<file path="src/rtl/cache_main_fsm_wb_if.sv">
// Control bundle between the cache main FSM (master) and the datapath / AXI bridge (slave).
interface cache_main_fsm_wb_if #(
    parameter int WAYS  = 4,
    parameter int EXC_W = 7
);
    localparam int WIDX_W = (WAYS > 1) ? $clog2(WAYS) : 1;

    logic              valid, op, uncache, cache_hit;
    logic [WAYS-1:0]   hit, lru_way_sel;
    logic              victim_dirty;
    logic              r_rdy, fill_finish, w_rdy, w_finish;
    logic              cacop_en;
    logic [1:0]        cacop_code;
    logic [WIDX_W-1:0] cacop_way;
    logic [EXC_W-1:0]  exception;

    logic [WAYS-1:0]   way_visit;
    logic              way_sel_en;
    logic              rbuf_we, pbuf_we, mbuf_we, wbuf_we, rdata_sel;
    logic [WAYS-1:0]   mem_we, tagv_we;
    logic              tagv_clear, dirty_set, dirty_clear;
    logic              r_req;
    logic [7:0]        r_length;
    logic              r_data_ready;
    logic              w_req;
    logic [7:0]        w_length;
    logic              data_valid, cache_ready, cacop_ready, cacop_complete;

    modport master (
        input  valid, op, uncache, cache_hit, hit, lru_way_sel, victim_dirty,
               r_rdy, fill_finish, w_rdy, w_finish, cacop_en, cacop_code, cacop_way, exception,
        output way_visit, way_sel_en, rbuf_we, pbuf_we, mbuf_we, wbuf_we, rdata_sel,
               mem_we, tagv_we, tagv_clear, dirty_set, dirty_clear, r_req, r_length,
               r_data_ready, w_req, w_length, data_valid, cache_ready, cacop_ready, cacop_complete
    );

    modport slave (
        output valid, op, uncache, cache_hit, hit, lru_way_sel, victim_dirty,
               r_rdy, fill_finish, w_rdy, w_finish, cacop_en, cacop_code, cacop_way, exception,
        input  way_visit, way_sel_en, rbuf_we, pbuf_we, mbuf_we, wbuf_we, rdata_sel,
               mem_we, tagv_we, tagv_clear, dirty_set, dirty_clear, r_req, r_length,
               r_data_ready, w_req, w_length, data_valid, cache_ready, cacop_ready, cacop_complete
    );
endinterface

</file>
<file path="src/rtl/cache_main_fsm_wb.sv">
// Main control FSM of an N-way write-back cache: lookup, write-back, refill, uncached and CACOP.
// Optional CACHE_FSM_PERF_EN adds hit/miss/write-back event counters.
module cache_main_fsm_wb #(
    parameter int WAYS       = 4,
    parameter int LINE_WORDS = 16,
    parameter int EXC_W      = 7
) (
    input  logic                  clk,
    input  logic                  rstn,
    cache_main_fsm_wb_if.master   bus
`ifdef CACHE_FSM_PERF_EN
    ,
    output logic [31:0]           perf_hit,
    output logic [31:0]           perf_miss,
    output logic [31:0]           perf_wb
`endif
);
    localparam logic [7:0] FULL_LEN = 8'(LINE_WORDS - 1);

    typedef enum logic [3:0] {
        IDLE, LOOKUP, WB_REQ, WB_WAIT, REPLACE, REFILL, UC_WRITE, CACOP, EXTRA_READY
    } state_t;

    state_t          state, state_nxt, idle_nxt;
    logic            wb_from_cacop, wb_cacop_nxt;
    logic            uc_w_sent, uc_sent_nxt;
    logic [WAYS-1:0] onehot_way, tgt_way;
    logic            exc;

    assign exc      = |bus.exception;
    assign idle_nxt = bus.cacop_en ? CACOP : (bus.valid ? LOOKUP : IDLE);

    always_comb begin
        onehot_way = '0;
        onehot_way[bus.cacop_way] = 1'b1;
        tgt_way = (bus.cacop_code == 2'b10) ? bus.hit : onehot_way;
    end

    always_comb begin
        state_nxt          = state;
        wb_cacop_nxt       = wb_from_cacop;
        uc_sent_nxt        = uc_w_sent;
        bus.way_visit      = '0;
        bus.way_sel_en     = 1'b0;
        bus.rbuf_we        = 1'b0;
        bus.pbuf_we        = 1'b0;
        bus.mbuf_we        = 1'b0;
        bus.wbuf_we        = 1'b0;
        bus.rdata_sel      = 1'b0;
        bus.mem_we         = '0;
        bus.tagv_we        = '0;
        bus.tagv_clear     = 1'b0;
        bus.dirty_set      = 1'b0;
        bus.dirty_clear    = 1'b0;
        bus.r_req          = 1'b0;
        bus.r_length       = FULL_LEN;
        bus.r_data_ready   = 1'b0;
        bus.w_req          = 1'b0;
        bus.w_length       = FULL_LEN;
        bus.data_valid     = 1'b0;
        bus.cache_ready    = 1'b0;
        bus.cacop_ready    = 1'b0;
        bus.cacop_complete = 1'b0;

        case (state)
            IDLE: begin
                bus.rbuf_we     = 1'b1;
                bus.cache_ready = 1'b1;
                bus.cacop_ready = 1'b1;
                state_nxt       = idle_nxt;
            end
            LOOKUP: begin
                if (exc) begin
                    bus.data_valid = 1'b1;
                    state_nxt      = IDLE;
                end else begin
                    bus.pbuf_we   = 1'b1;
                    bus.rdata_sel = 1'b1;
                    if (bus.uncache) begin
                        bus.mbuf_we = 1'b1;
                        state_nxt   = bus.op ? UC_WRITE : REPLACE;
                    end else if (bus.cache_hit) begin
                        // Hit completes here so a following request can be looked up next cycle.
                        bus.data_valid  = 1'b1;
                        bus.rbuf_we     = 1'b1;
                        bus.cache_ready = 1'b1;
                        bus.cacop_ready = 1'b1;
                        bus.way_sel_en  = 1'b1;
                        bus.way_visit   = bus.hit;
                        if (bus.op) begin
                            bus.mem_we    = bus.hit;
                            bus.dirty_set = 1'b1;
                        end
                        state_nxt = idle_nxt;
                    end else begin
                        bus.mbuf_we = 1'b1;
                        if (bus.victim_dirty) begin
                            bus.wbuf_we = 1'b1;
                            state_nxt   = WB_REQ;
                        end else begin
                            state_nxt   = REPLACE;
                        end
                    end
                end
            end
            WB_REQ: begin
                bus.w_req = 1'b1;
                if (bus.w_rdy) state_nxt = WB_WAIT;
            end
            WB_WAIT: begin
                if (bus.w_finish) state_nxt = wb_from_cacop ? CACOP : REPLACE;
            end
            REPLACE: begin
                bus.r_req    = 1'b1;
                bus.r_length = bus.uncache ? 8'd0 : FULL_LEN;
                if (bus.r_rdy) state_nxt = REFILL;
            end
            REFILL: begin
                bus.r_data_ready = 1'b1;
                if (bus.fill_finish) begin
                    if (!bus.uncache) begin
                        bus.mem_we      = bus.lru_way_sel;
                        bus.tagv_we     = bus.lru_way_sel;
                        bus.way_visit   = bus.lru_way_sel;
                        bus.way_sel_en  = 1'b1;
                        bus.dirty_set   = bus.op;
                        bus.dirty_clear = !bus.op;
                    end
                    state_nxt = EXTRA_READY;
                end
            end
            UC_WRITE: begin
                // uc_w_sent splits the state into "address not yet accepted" and "awaiting response".
                bus.w_length = 8'd0;
                bus.w_req    = !uc_w_sent;
                if (!uc_w_sent && bus.w_rdy) uc_sent_nxt = 1'b1;
                if (uc_w_sent && bus.w_finish) begin
                    uc_sent_nxt = 1'b0;
                    state_nxt   = EXTRA_READY;
                end
            end
            CACOP: begin
                if (exc) begin
                    bus.cacop_complete = 1'b1;
                    wb_cacop_nxt       = 1'b0;
                    state_nxt          = IDLE;
                end else begin
                    state_nxt    = EXTRA_READY;
                    wb_cacop_nxt = 1'b0;
                    case (bus.cacop_code)
                        2'b00: begin
                            bus.tagv_clear  = 1'b1;
                            bus.tagv_we     = tgt_way;
                            bus.dirty_clear = 1'b1;
                            bus.data_valid  = 1'b1;
                        end
                        2'b01, 2'b10: begin
                            if (bus.cacop_code == 2'b10 && bus.hit == '0) begin
                                state_nxt = EXTRA_READY;
                            end else if (bus.victim_dirty && !wb_from_cacop) begin
                                bus.wbuf_we  = 1'b1;
                                wb_cacop_nxt = 1'b1;
                                state_nxt    = WB_REQ;
                            end else begin
                                bus.tagv_clear  = 1'b1;
                                bus.tagv_we     = tgt_way;
                                bus.dirty_clear = 1'b1;
                                bus.data_valid  = 1'b1;
                            end
                        end
                        default: state_nxt = EXTRA_READY;
                    endcase
                end
            end
            EXTRA_READY: begin
                bus.data_valid     = 1'b1;
                bus.rbuf_we        = 1'b1;
                bus.cache_ready    = 1'b1;
                bus.cacop_ready    = 1'b1;
                bus.cacop_complete = 1'b1;
                state_nxt          = idle_nxt;
            end
            default: begin
                state_nxt    = IDLE;
                wb_cacop_nxt = 1'b0;
                uc_sent_nxt  = 1'b0;
            end
        endcase
    end

    always_ff @(posedge clk) begin
        if (!rstn) begin
            state         <= IDLE;
            wb_from_cacop <= 1'b0;
            uc_w_sent     <= 1'b0;
        end else begin
            state         <= state_nxt;
            wb_from_cacop <= wb_cacop_nxt;
            uc_w_sent     <= uc_sent_nxt;
        end
    end

`ifdef CACHE_FSM_PERF_EN
    logic ev_hit, ev_miss, ev_wb;
    assign ev_hit  = (state == LOOKUP) && !exc && !bus.uncache && bus.cache_hit;
    assign ev_miss = (state == LOOKUP) && !exc && !bus.uncache && !bus.cache_hit;
    assign ev_wb   = (state == WB_WAIT) && bus.w_finish;

    always_ff @(posedge clk) begin
        if (!rstn) begin
            perf_hit  <= '0;
            perf_miss <= '0;
            perf_wb   <= '0;
        end else begin
            if (ev_hit)  perf_hit  <= perf_hit + 32'd1;
            if (ev_miss) perf_miss <= perf_miss + 32'd1;
            if (ev_wb)   perf_wb   <= perf_wb + 32'd1;
        end
    end
`endif
endmodule
</file>
<file path="src/flat_wrapper.sv">
// flat-port wrapper written by rule: the top's interface ports become plain ports
module cache_main_fsm_wb_flat 
#(
    parameter int WAYS       = 4,
    parameter int LINE_WORDS = 16,
    parameter int EXC_W      = 7
)
  (clk, rstn, bus_valid, bus_op, bus_uncache, bus_cache_hit, bus_hit, bus_lru_way_sel, bus_victim_dirty, bus_r_rdy, bus_fill_finish, bus_w_rdy, bus_w_finish, bus_cacop_en, bus_cacop_code, bus_cacop_way, bus_exception, bus_way_visit, bus_way_sel_en, bus_rbuf_we, bus_pbuf_we, bus_mbuf_we, bus_wbuf_we, bus_rdata_sel, bus_mem_we, bus_tagv_we, bus_tagv_clear, bus_dirty_set, bus_dirty_clear, bus_r_req, bus_r_length, bus_r_data_ready, bus_w_req, bus_w_length, bus_data_valid, bus_cache_ready, bus_cacop_ready, bus_cacop_complete);
  cache_main_fsm_wb_if #(.WAYS(WAYS), .EXC_W(EXC_W)) bus_i ();
  input  logic clk;
  input  logic rstn;
  input wire logic [$bits(bus_i.valid)-1:0] bus_valid;
  input wire logic [$bits(bus_i.op)-1:0] bus_op;
  input wire logic [$bits(bus_i.uncache)-1:0] bus_uncache;
  input wire logic [$bits(bus_i.cache_hit)-1:0] bus_cache_hit;
  input wire logic [$bits(bus_i.hit)-1:0] bus_hit;
  input wire logic [$bits(bus_i.lru_way_sel)-1:0] bus_lru_way_sel;
  input wire logic [$bits(bus_i.victim_dirty)-1:0] bus_victim_dirty;
  input wire logic [$bits(bus_i.r_rdy)-1:0] bus_r_rdy;
  input wire logic [$bits(bus_i.fill_finish)-1:0] bus_fill_finish;
  input wire logic [$bits(bus_i.w_rdy)-1:0] bus_w_rdy;
  input wire logic [$bits(bus_i.w_finish)-1:0] bus_w_finish;
  input wire logic [$bits(bus_i.cacop_en)-1:0] bus_cacop_en;
  input wire logic [$bits(bus_i.cacop_code)-1:0] bus_cacop_code;
  input wire logic [$bits(bus_i.cacop_way)-1:0] bus_cacop_way;
  input wire logic [$bits(bus_i.exception)-1:0] bus_exception;
  output wire logic [$bits(bus_i.way_visit)-1:0] bus_way_visit;
  output wire logic [$bits(bus_i.way_sel_en)-1:0] bus_way_sel_en;
  output wire logic [$bits(bus_i.rbuf_we)-1:0] bus_rbuf_we;
  output wire logic [$bits(bus_i.pbuf_we)-1:0] bus_pbuf_we;
  output wire logic [$bits(bus_i.mbuf_we)-1:0] bus_mbuf_we;
  output wire logic [$bits(bus_i.wbuf_we)-1:0] bus_wbuf_we;
  output wire logic [$bits(bus_i.rdata_sel)-1:0] bus_rdata_sel;
  output wire logic [$bits(bus_i.mem_we)-1:0] bus_mem_we;
  output wire logic [$bits(bus_i.tagv_we)-1:0] bus_tagv_we;
  output wire logic [$bits(bus_i.tagv_clear)-1:0] bus_tagv_clear;
  output wire logic [$bits(bus_i.dirty_set)-1:0] bus_dirty_set;
  output wire logic [$bits(bus_i.dirty_clear)-1:0] bus_dirty_clear;
  output wire logic [$bits(bus_i.r_req)-1:0] bus_r_req;
  output wire logic [$bits(bus_i.r_length)-1:0] bus_r_length;
  output wire logic [$bits(bus_i.r_data_ready)-1:0] bus_r_data_ready;
  output wire logic [$bits(bus_i.w_req)-1:0] bus_w_req;
  output wire logic [$bits(bus_i.w_length)-1:0] bus_w_length;
  output wire logic [$bits(bus_i.data_valid)-1:0] bus_data_valid;
  output wire logic [$bits(bus_i.cache_ready)-1:0] bus_cache_ready;
  output wire logic [$bits(bus_i.cacop_ready)-1:0] bus_cacop_ready;
  output wire logic [$bits(bus_i.cacop_complete)-1:0] bus_cacop_complete;
  assign bus_i.valid = bus_valid;
  assign bus_i.op = bus_op;
  assign bus_i.uncache = bus_uncache;
  assign bus_i.cache_hit = bus_cache_hit;
  assign bus_i.hit = bus_hit;
  assign bus_i.lru_way_sel = bus_lru_way_sel;
  assign bus_i.victim_dirty = bus_victim_dirty;
  assign bus_i.r_rdy = bus_r_rdy;
  assign bus_i.fill_finish = bus_fill_finish;
  assign bus_i.w_rdy = bus_w_rdy;
  assign bus_i.w_finish = bus_w_finish;
  assign bus_i.cacop_en = bus_cacop_en;
  assign bus_i.cacop_code = bus_cacop_code;
  assign bus_i.cacop_way = bus_cacop_way;
  assign bus_i.exception = bus_exception;
  assign bus_way_visit = bus_i.way_visit;
  assign bus_way_sel_en = bus_i.way_sel_en;
  assign bus_rbuf_we = bus_i.rbuf_we;
  assign bus_pbuf_we = bus_i.pbuf_we;
  assign bus_mbuf_we = bus_i.mbuf_we;
  assign bus_wbuf_we = bus_i.wbuf_we;
  assign bus_rdata_sel = bus_i.rdata_sel;
  assign bus_mem_we = bus_i.mem_we;
  assign bus_tagv_we = bus_i.tagv_we;
  assign bus_tagv_clear = bus_i.tagv_clear;
  assign bus_dirty_set = bus_i.dirty_set;
  assign bus_dirty_clear = bus_i.dirty_clear;
  assign bus_r_req = bus_i.r_req;
  assign bus_r_length = bus_i.r_length;
  assign bus_r_data_ready = bus_i.r_data_ready;
  assign bus_w_req = bus_i.w_req;
  assign bus_w_length = bus_i.w_length;
  assign bus_data_valid = bus_i.data_valid;
  assign bus_cache_ready = bus_i.cache_ready;
  assign bus_cacop_ready = bus_i.cacop_ready;
  assign bus_cacop_complete = bus_i.cacop_complete;
  cache_main_fsm_wb #(.WAYS(WAYS), .LINE_WORDS(LINE_WORDS), .EXC_W(EXC_W)) u_core (.clk(clk), .rstn(rstn), .bus(bus_i));
endmodule
</file>
<file path="config.mk">
export PLATFORM = sky130hd
export DESIGN_NAME = cache_main_fsm_wb_flat
export DESIGN_NICKNAME = d
export VERILOG_FILES = /design/src/rtl/cache_main_fsm_wb_if.sv /design/src/rtl/cache_main_fsm_wb.sv /design/src/flat_wrapper.sv
export SDC_FILE = /design/constraint.sdc
export NUM_CORES = 1
export LEC_CHECK = 0
export BUFFER_PORTS_ARGS = -buffer_cell sky130_fd_sc_hd__buf_2
export CORE_MARGIN = 3
export CORE_UTILIZATION = 35
export DETAILED_ROUTE_END_ITERATION = 7
export PLACE_DENSITY = 0.7
export SLEW_MARGIN = 10
export SYNTH_ARGS = -nofsm -noshare
export SYNTH_HDL_FRONTEND = slang
export SYNTH_SLANG_ARGS = --single-unit
</file>
<file path="constraint.sdc">
create_clock -name clk -period 2.65 [get_ports clk]
set_clock_uncertainty 0.2 [all_clocks]
set_input_delay 0.53 -clock clk [delete_from_list [all_inputs] [get_ports clk]]
set_output_delay 0.53 -clock clk [all_outputs]
set_load 0.01 [all_outputs]
</file>
==> results.md <==
* Fin crit period at 2.66 ns
* Worst R2R Setup Slack at ~0.88 ns
* Tot Pwr at 778 uW
* Site Rows at 19
* HPWL after detailed placement at approximately 2600 um
* Combinational power share at between 70% and 80%
* Fin worst setup slack at -0.00528 ns
* Fmax at 377 MHz
* Max Root-Sink Buffers at 2
* Vias in the first global route at about 1,100
* Total grt overflow at 0
* Total GRT Usage at between 10% and 20%
* Setup_tns at -0.00554 ns
* Unrepaired setup endpoints after global routing: true
* Synthesis Warnings at 0
* CTS tree: done
* Pin count of the biggest net entering global routing at 16
* Via count at roughly 1,300
* Worst reg2reg path endpoint: u_core.state[2]$_SDFFE_PN0P_
* Status: finished with violations
* Die X at 61.5 um
* Initial antenna violation count at 0
* I/O Buffers at 66
* NumNets Final at 260
* Final Hold Vio Count at 0
* Register area share after synthesis at 11.1%
* Crit Path Class: input pin to output port
* Worst slack at placement at -0.0482 ns
* P_leak at 0.000796 uW
* CTS Buf Count at 3
* # Max-Cap Violations at 0
* H-tree depth at 1
* Avg Inst Size Synth at approximately 6.6 um^2
* Vias per Instance at slightly above 5
* # setup viols final at 3
* Commonest non-fill, non-tap cell in the layout: buf_2
* Diode count at 0
* Hold Crit Class: register to register
* Clock Power Share at about a tenth
* Critical R2R Launch: u_core.state[2]$_SDFFE_PN0P_
* Die H at 61.5 um
* Worst Hold Slack at 0.327 ns
* Core Region at 2850 um^2
* Hold buffer count at cts at 0
* Switch Pwr at 362 uW
* DR iter-0 viols at 66
* R2R depth at 6
* First-pass GRT wire length at 4500 um
* Failing checks: negative setup slack
* Hold Path Cell Cnt at 2
* # IOs at 75
* DR WL/cell at around 12 um
* WL final at about 3100 um
* CP arrival at ~1.9 ns
* Peak VDD IR at between 0.3 and 0.4 mV
* Cell at the root of the clock tree: clkbuf_4
* Sequential Power Share at between 10% and 20%
* Detailed-route DRC error count at 0
* Detailed Routing Iterations Pass 1 at 4
* Crit path launch type: input pin
* Share of layout cells above drive strength 1 at 43.3%
* Post-Syn Instances at between 150 and 200
* Int Pwr at 416 uW
* CP Max Fanout at 5
* Clock slew at reported path FFs at about 0.050 ns
* CP Data Required Time at 1.92 ns
* CP Capture Type: output port
* P per Cell Area at roughly 530 nW/um^2
* Area growth from synthesis to layout at 34.9%
* Hold Crit Start: u_core.wb_from_cacop$_SDFFE_PN0N_
* Fill count at 295
* Routability congestion estimate at 0.810
* Most frequent cells in the layout: buf_2 (60), nand2_1 (33), a21oi_1 (12), inv_1 (9), buf_4 (9)
* Die footprint at approximately 3800 um^2
* Net Sw Frac at between 40% and 50%
* FF+latch count, synth at 6
* Postcts setup bufs at 0
* Final period utilization at 100%
* Syn Std Cell Area at roughly 1100 um^2
* CTS Sinks at 6
* Clock Latency Late Sink at between 0.2 and 0.25 ns
* Max-slew violation count at 0
* Post-synth cell types at 48
* Initial Utilization at between 30% and 40%
* Worst Hold Endpoint: u_core.wb_from_cacop$_SDFFE_PN0N_
* Post-route ant nets at 0
power by group through the flow:
stage	clock, uW	combinational (uW)	sequential [uW]
after floorplan	0	400	122
after global placement	0	484	137
after detailed placement	0	488	138
after CTS	83.3	492	138
after global routing	91.1	621	145
final	81.6	555	141
cells by family (layout without fill, tap and decap cells):
kind of cell,after synthesis,in the layout,synth area share (%)
AND/OR/NAND/NOR,79,79,39.4
AO/OA/AOI/OAI,40,40,25.3
buffers and inverters,34,87,19.4
flip-flops,6,6,11.1
adder cells (fa/ha/maj),3,3,3.48
other,1,8,0.348
multiplexers,1,1,0.928
registers in the layout (all words and copies together) (netlist names):
signal	flops
u_core.state	4
u_core.uc_w_sent	1
u_core.wb_from_cacop	1
worst max-delay path, stage by stage:
cell and delay [ns]:
buf_6 0.09, nor4_4 0.32, nand3_2 0.12, or3_4 0.40, o21bai_4 0.21, o21ai_2 0.11, buf_2 0.14
Yosys cell counts (all sizes together):
| master | count | area share, % |
|---|---|---|
| conb | 1 | 0.35 |
| and2b | 1 | 0.81 |
| o21bai | 1 | 1.7 |
| nor3 | 3 | 1.4 |
| a222oi | 1 | 0.93 |
| nand3 | 7 | 3.7 |
| a22oi | 2 | 1.4 |
| a31oi | 1 | 0.58 |
| or3b | 1 | 0.81 |
| nand2b | 4 | 2.3 |
| mux2i | 1 | 0.93 |
| and3 | 3 | 1.7 |
| clkbuf | 3 | 1.3 |
| o221ai | 1 | 0.81 |
| o211ai | 2 | 1.4 |
| nand2 | 33 | 11 |
| nor4 | 2 | 2.6 |
| ha | 3 | 3.5 |
| dfxtp | 6 | 11 |
| nand4 | 1 | 0.58 |
| o2111ai | 1 | 0.81 |
| or3 | 2 | 1.6 |
| o21a | 2 | 1.4 |
| buf | 22 | 15 |
| inv | 9 | 3.1 |
| nor3b | 4 | 3.2 |
| a2111oi | 1 | 0.81 |
| and4b | 1 | 0.93 |
| a31o | 1 | 0.81 |
| a21boi | 1 | 0.70 |
| a21oi | 13 | 6.4 |
| o21ai | 12 | 6.6 |
| and2 | 2 | 1.2 |
| o211a | 1 | 0.93 |
| nand4b | 1 | 0.81 |
| nor2b | 4 | 2.3 |
| or2 | 2 | 1.2 |
| nor2 | 8 | 2.8 |
worst max path at each step:
stage,startpoint,end
2_1_floorplan,bus_exception[1],bus_cacop_ready
3_3_place_gp,bus_exception[2],bus_tagv_we[2]
3_5_place_dp,bus_exception[2],bus_tagv_we[0]
4_1_cts,bus_exception[6],bus_tagv_we[0]
5_1_grt,bus_exception[5],bus_tagv_we[0]
6_report,bus_exception[5],bus_tagv_we[0]
per-stage QoR:
| step | cell area, um^2 | util, % | instances |
|---|---|---|---|
| after CTS | 1400 | 49.2 | 255 |
| after floorplan | 1100 | - | 171 |
| after detailed placement | 1370 | 47.9 | 252 |
| final | 1460 | 51.0 | 255 |
| after global placement | 1370 | 47.9 | 252 |
| after global routing | 1460 | 51.0 | 255 |
layer usage:
layer  GRT usage (%)  routed length, um  part of all wire [%]  up-vias
met5               0                  0                     0        -
met4            1.52                  0                     0        0
met3            2.94                200                   6.4        0
met2            23.9               1450                    46       47
met1            22.2               1470                    47      587
li1                -                  -                     -      663
cell type report:
cell class / count / area (um^2) / area share, %
Clock buffer: 3 / 22.5 / 1.55
Sequential cell: 6 / 121 / 8.34
Inverter: 9 / 33.8 / 2.32
Timing Repair Buffer: 75 / 435 / 29.9
Tap cell: 31 / 38.8 / 2.67
Multi-Input combinational cell: 131 / 803 / 55.2
timing repair:
action / 4_1_cts / 5_1_grt
cloned: 0 / 0
resized for setup: 3 / 13
pin swaps: 5 / 7
endpoints found under the hold margin: 0 / 0
setup endpoints to repair: 8 / 20
Note: power is estimated with default switching activity, not from simulation.
